## src/rtl/db_arbiter.sv

```systemverilog
// ---------------------------------------------------------------------------
// db_arbiter
//
// Round-robin arbiter that shares one memory/IO data bus (db_*) among
// N_MASTERS requesters, for example the CPU fetch and data ports, DMA or a
// UART loader. Only one transaction is in flight at a time. The winner's
// request attributes are latched on the grant edge, so the slave sees stable
// values for the whole transaction. The granted master receives a one-cycle
// m_ready pulse, and all masters share the m_dataIn read-data return.
//
// Transaction flow: IDLE (arbitrate) -> BUSY (strobes up until db_ready)
// -> DONE (one cycle, m_ready pulse) -> IDLE.
//
// Parameters:
//   N_MASTERS      number of masters (1..8)
//   ADDR_W         address width
//   DATA_W         data width
//   TIMEOUT_CYCLES slave wait limit; only used with DB_ARB_TIMEOUT_EN
//
// Optional feature macro: DB_ARB_TIMEOUT_EN
//   When defined, a BUSY wait counter ends a stalled transaction after
//   TIMEOUT_CYCLES cycles. The transaction then completes with
//   m_dataIn = all ones and m_err = 1. When undefined, BUSY waits forever
//   and m_err is tied low.
//
// Ports:
//   clk, res_n            clock (rising edge), async active-low reset
//   m_re/m_we/m_io        per-master read/write request and IO qualifier
//   m_addr/m_dataOut      packed per-master address / write data
//   m_dataIn              shared read-data return
//   m_ready               one-cycle completion pulse to the owner
//   m_grant               one-hot current owner, zero when idle
//   m_err                 timeout flag, coincident with m_ready
//   db_dataIn/db_ready    slave read data / completion
//   db_dataOut/db_addr    slave write data / address
//   db_re/db_we/db_io     slave strobes and IO qualifier
// ---------------------------------------------------------------------------
module db_arbiter #(
    parameter int N_MASTERS      = 2,
    parameter int ADDR_W         = 32,
    parameter int DATA_W         = 32,
    parameter int TIMEOUT_CYCLES = 255
) (
    input  logic                        clk,
    input  logic                        res_n,
    input  logic [N_MASTERS-1:0]        m_re,
    input  logic [N_MASTERS-1:0]        m_we,
    input  logic [N_MASTERS-1:0]        m_io,
    input  logic [N_MASTERS*ADDR_W-1:0] m_addr,
    input  logic [N_MASTERS*DATA_W-1:0] m_dataOut,
    output logic [DATA_W-1:0]           m_dataIn,
    output logic [N_MASTERS-1:0]        m_ready,
    output logic [N_MASTERS-1:0]        m_grant,
    output logic                        m_err,
    input  logic [DATA_W-1:0]           db_dataIn,
    input  logic                        db_ready,
    output logic [DATA_W-1:0]           db_dataOut,
    output logic [ADDR_W-1:0]           db_addr,
    output logic                        db_re,
    output logic                        db_we,
    output logic                        db_io
);

    localparam int IDX_W = (N_MASTERS > 1) ? $clog2(N_MASTERS) : 1;

    // Reject configurations that this arbiter cannot support.
    if (N_MASTERS < 1 || N_MASTERS > 8 || TIMEOUT_CYCLES < 1 || TIMEOUT_CYCLES > 65535) begin : g_param_check
        $error("db_arbiter: N_MASTERS must be 1..8 and TIMEOUT_CYCLES 1..65535");
    end

    typedef enum logic [1:0] {
        IDLE = 2'd0,
        BUSY = 2'd1,
        DONE = 2'd2
    } state_t;

    state_t                 state;
    logic [IDX_W-1:0]       last;
    logic                   wflag;

    logic [N_MASTERS-1:0]   req;
    logic                   found;
    logic [IDX_W-1:0]       winner;
    logic [IDX_W:0]         scan;
    logic [N_MASTERS-1:0]   win_onehot;

    logic [ADDR_W-1:0]      addr_arr [N_MASTERS];
    logic [DATA_W-1:0]      data_arr [N_MASTERS];

`ifdef DB_ARB_TIMEOUT_EN
    localparam int CNT_RAW = $clog2(TIMEOUT_CYCLES + 1);
    localparam int CNT_W   = (CNT_RAW < 8) ? 8 : ((CNT_RAW > 16) ? 16 : CNT_RAW);

    logic [CNT_W-1:0]       wait_cnt;
    logic                   err_q;
    logic                   at_limit;

    // This wait cycle is the one that brings the counter up to the limit.
    assign at_limit = (int'(wait_cnt) + 1) >= TIMEOUT_CYCLES;
    assign m_err    = err_q;
`else
    assign m_err = 1'b0;
`endif

    // Unpack the flat per-master buses so the winner can be selected by index.
    for (genvar g = 0; g < N_MASTERS; g++) begin : g_unpack
        assign addr_arr[g] = m_addr[g*ADDR_W +: ADDR_W];
        assign data_arr[g] = m_dataOut[g*DATA_W +: DATA_W];
    end

    assign req = m_re | m_we;

    // Round-robin scan: last+1, last+2, ... wrapping at N_MASTERS. The first
    // active requester wins. last < N and k <= N, so one conditional
    // subtraction is enough for the wrap.
    always_comb begin
        found  = 1'b0;
        winner = '0;
        scan   = '0;
        for (int k = 1; k <= N_MASTERS; k++) begin
            scan = {1'b0, last} + (IDX_W+1)'(k);
            if (scan >= (IDX_W+1)'(N_MASTERS)) begin
                scan = scan - (IDX_W+1)'(N_MASTERS);
            end
            if (!found && req[scan[IDX_W-1:0]]) begin
                found  = 1'b1;
                winner = scan[IDX_W-1:0];
            end
        end
    end

    always_comb begin
        win_onehot = '0;
        for (int i = 0; i < N_MASTERS; i++) begin
            win_onehot[i] = (winner == IDX_W'(i));
        end
    end

    // Main FSM. All bus-facing outputs are registered here. A write wins when
    // re and we are both set. m_ready mirrors m_grant for the single DONE
    // cycle. DONE never arbitrates, so a master still holding its request
    // there cannot be re-granted back to back.
    always_ff @(posedge clk or negedge res_n) begin
        if (!res_n) begin
            state      <= IDLE;
            last       <= IDX_W'(N_MASTERS - 1);
            wflag      <= 1'b0;
            m_dataIn   <= '0;
            m_ready    <= '0;
            m_grant    <= '0;
            db_dataOut <= '0;
            db_addr    <= '0;
            db_re      <= 1'b0;
            db_we      <= 1'b0;
            db_io      <= 1'b0;
`ifdef DB_ARB_TIMEOUT_EN
            wait_cnt   <= '0;
            err_q      <= 1'b0;
`endif
        end else begin
            case (state)
                IDLE: begin
                    if (found) begin
                        db_addr    <= addr_arr[winner];
                        db_dataOut <= data_arr[winner];
                        db_io      <= m_io[winner];
                        wflag      <= m_we[winner];
                        db_we      <= m_we[winner];
                        db_re      <= ~m_we[winner];
                        m_grant    <= win_onehot;
                        last       <= winner;
`ifdef DB_ARB_TIMEOUT_EN
                        wait_cnt   <= '0;
`endif
                        state      <= BUSY;
                    end
                end

                BUSY: begin
                    if (db_ready) begin
                        if (!wflag) begin
                            m_dataIn <= db_dataIn;
                        end
                        db_re   <= 1'b0;
                        db_we   <= 1'b0;
                        m_ready <= m_grant;
                        state   <= DONE;
                    end
`ifdef DB_ARB_TIMEOUT_EN
                    else if (at_limit) begin
                        wait_cnt <= wait_cnt + 1'b1;
                        m_dataIn <= '1;
                        db_re    <= 1'b0;
                        db_we    <= 1'b0;
                        m_ready  <= m_grant;
                        err_q    <= 1'b1;
                        state    <= DONE;
                    end else begin
                        wait_cnt <= wait_cnt + 1'b1;
                    end
`endif
                end

                DONE: begin
                    m_ready <= '0;
                    m_grant <= '0;
`ifdef DB_ARB_TIMEOUT_EN
                    err_q   <= 1'b0;
`endif
                    state   <= IDLE;
                end

                default: begin
                    state <= IDLE;
                end
            endcase
        end
    end

endmodule

```

## config.mk

```make
export PLATFORM = sky130hd
export DESIGN_NAME = db_arbiter
export DESIGN_NICKNAME = d
export VERILOG_FILES = /design/src/rtl/db_arbiter.sv
export SDC_FILE = /design/constraint.sdc
export NUM_CORES = 1
export LEC_CHECK = 0
export ABC_AREA = 1
export CAP_MARGIN = 0
export CORE_ASPECT_RATIO = 0.75
export CORE_UTILIZATION = 36
export CTS_CLUSTER_DIAMETER = 40
export DETAILED_ROUTE_END_ITERATION = 8
export MAX_ROUTING_LAYER = met4
export PLACE_DENSITY_LB_ADDON = 0.1
export SLEW_MARGIN = 25
export SYNTH_ARGS = -nofsm -noshare
export SYNTH_HDL_FRONTEND = slang
export SYNTH_SLANG_ARGS = --single-unit
```

## constraint.sdc

```tcl
create_clock -name clk -period 1.3 [get_ports clk]
set_input_delay 0.13 -clock clk [delete_from_list [all_inputs] [get_ports clk]]
set_output_delay 0.13 -clock clk [all_outputs]
set_load 0.005 [all_outputs]
```

==> flow_summary.ini <==
[route]
vias_per_cell = 4.808
drc_errors = 0
dr.first_iter.drc_count = 264
post_drt_wl_per_cell_um = 15.86
routed_wl_um = 18570
dr_total_vias = 5630
first_pass_iters = 5
ant_nets = 0

[cts]
clockBufferDepth = 2
clkTransAtPathRegs_ps = 70
cts_buffers = 9
cts_num_sinks = 107
clk_latency_ps = 350
root_buffer = clkbuf_16
cts_tree = built
htreeDepth = 3

[yosys]
yosys_most_used_dff = dfrtp_1
avgSynthCellArea_um2 = 7.716
synth_top_family_by_area = simple AND/OR/NAND/NOR gates
synth_compound_area_frac = 0.001662
synthSimpleGateAreaFrac = 0.3989
synth-xor-area-share = 0
synth_fp_nets = 852
syn_area_um2 = 5270
synth.area.mux_share = 0
synthAdderAreaFrac = 0
post_synth_num_cell_types = 16
synth_async_sr_flop_share = 1.000
synth-seq-area-share = 0.5083
synth_edf_count = 0
netlist_instances = 683
yosys_warnings = 0
ys_ff_latch = 107

[critical_path]
critPathMaxStageDelay_ps = 560
reg2reg_slack_ps = -10
cp.required_ps = 1540
critPathCaptureType = flop
path_class = reg2reg
slowest_stage = dfstp_2
cpMostUsedCell = nand2_1
r2r-start = last$_DFFE_PN1P_
arrival_ps = 1550
path_cells = o21ai_4 -> nand2_8 -> clkbuf_16 -> nand2_1 -> nand3_1 -> nand2_1
r2r_cells = 6
path_buf_inv = 1
r2r_end = db_dataOut[28]$_DFFE_PN0P_
path_max_fanout = 12
cp-startpoint = last$_DFFE_PN1P_
cp-start-kind = flop
crit_family = flip-flops

[final_layout]
insertedDiodeCount = 0
final_cell_mix = 255 x nand2_1, 165 x clkdlybuf4s50_1, 105 x dfrtp_1
final_net_count = 1140
multi_input_area_um2 = 2420
drive_above_1_share = 0.1322
syn2layout_area_growth_pct = 73.67
seq_area_um2 = 2680
stdcell_area_um2 = 9153
final_common_cell = nand2_1
fill_cells = 1203

[pwr]
leakagePower_nw = 4.787
power_density_nw_per_um2 = 1994
combPwrFrac = 0.525
p_switching_mw = 7.017
internal_power_mw = 11.24
swShare = 0.3844
p_seq_frac = 0.325
clkPwrFrac = 0.149
peakVddDrop_uv = 1032

[placement]
dp.final_hpwl_um = 12250
place_area_um2 = 8328
io_buffers = 271
place.gp.congestion = 0.8768

[grt]
grt_max_degree = 51
grt_antenna_before_repair = 0
grt_pass1_wl_um = 27110
grt_overflow = 0
grt_pass1_vias = 5222
track_usage = 0.2369

[die]
start_util = 0.3769
fp-row-count = 37
die_area_um2 = 15130
die_width_um = 141.7
io_pins = 273
coreArea_um2 = 13980
die_h_um = 106.8

[status]
outcome = finished with violations
violations = negative setup slack

[sta]
maxSlewViolCount = 0
period_needed_ps = 1313
tns_ps = -94.64
setup_viol = 12
setup_ws_ps = -13.10
fmax_ghz = 0.7616
hold_viol_final = 0
finalCritPeriodShare = 1.010
grt_setup_unrepaired = yes
finClkSkew_ps = 9.361

[min_path]
hp-class = in2async

[run]
drv_cap = 0
==> per-stage QoR <==
| step | util | power [mW] | cells | worst slack [ps] | hold WS [ps] |
|---|---|---|---|---|---|
| 6_report | 0.6546 | 18.25 | 1171 | -13.10 | 220.3 |
| 3_5_place_dp | 0.5957 | 15.17 | 1128 | -279.4 | 53.33 |
| 3_3_place_gp | 0.5957 | 14.94 | 1128 | -224.8 | 55.01 |
| 5_1_grt | 0.6546 | 19.63 | 1171 | -61.31 | 240.5 |
| 4_1_cts | 0.6195 | 17.29 | 1162 | -4.197 | 226.1 |
| 2_1_floorplan | - | 9.801 | 683 | 41.26 | -165.6 |
==> cells in the mapped netlist (2+ instances only) <==
library cell / instances / share of area
inv_1: 68 / 0.048
nor2_1: 6 / 0.0043
nand2_1: 282 / 0.20
nand3b_1: 65 / 0.093
clkbuf_1: 18 / 0.013
dfrtp_1: 106 / 0.50
inv_2: 2 / 0.0014
nand3_1: 104 / 0.099
buf_2: 18 / 0.017
buf_4: 6 / 0.0085
buf_1: 3 / 0.0021
==> cell families after synthesis <==
kind of cell           Yosys count
flip-flops                     107
buffers and inverters          115
other                            1
AO/OA/AOI/OAI                    1
AND/OR/NAND/NOR                459
==> final cells by class <==
cell class	count	share of cell area
timing repair buffer	321	0.3552
sequential	107	0.2928
multi-input combinational	462	0.2644
inverter	70	0.02898
tap	195	0.02666
clock buffer	12	0.02584
clock inverter	4	0.006152
==> repair_timing <==
| item | in CTS | in global routing |
|---|---|---|
| gates cloned | 1 | 8 |
| gates resized for setup | 107 | 79 |
| hold endpoints to repair | 40 | 0 |
| setup buffers | 16 | 1 |
| endpoints found under the setup margin | 155 | 62 |
| pin swaps | 0 | 14 |
| hold buffers | 1 | 0 |
==> routing by layer <==
| layer | vias up | part of all wire | GRT usage |
|---|---|---|---|
| met2 | 265 | 0.47 | 0.3860 |
| met4 | 0 | 0.014 | 0.05684 |
| li1 | 2707 | - | - |
| met5 | - | 0 | - |
| met3 | 21 | 0.080 | 0.06074 |
| met1 | 2637 | 0.44 | 0.2960 |
==> sequential cells by signal, summed over array words and instances, names as in the netlist <==
register / count
db_dataOut: 32
db_addr: 32
state: 2
db_re: 1
last: 1
db_io: 1
m_grant: 2
m_ready: 2
db_we: 1
wflag: 1
m_dataIn: 32
==> how the worst max path moves through the flow <==
stage | to | slack [ps] | cells past startpoint
final | db_dataOut[28]$_DFFE_PN0P_ | -10 | 6
after global routing | db_dataOut[16]$_DFFE_PN0P_ | -60 | 6
after CTS | db_dataOut[2]$_DFFE_PN0P_ | -4 | 6
after detailed placement | db_dataOut[2]$_DFFE_PN0P_ | -280 | 8
after global placement | db_dataOut[2]$_DFFE_PN0P_ | -220 | 8
after floorplan | db_addr[13]$_DFFE_PN0P_ | 40 | 7
==> power by group through the flow <==
stage	Combinational, mW	Clock (mW)	Sequential, mW
final	9.59	2.73	5.93
after global routing	10.6	2.94	6.13
after CTS	8.57	2.82	5.91
after detailed placement	9.16	0	6.01
after global placement	8.98	0	5.96
after floorplan	3.78	0	6.02
Power figures use the tool's default switching activity.
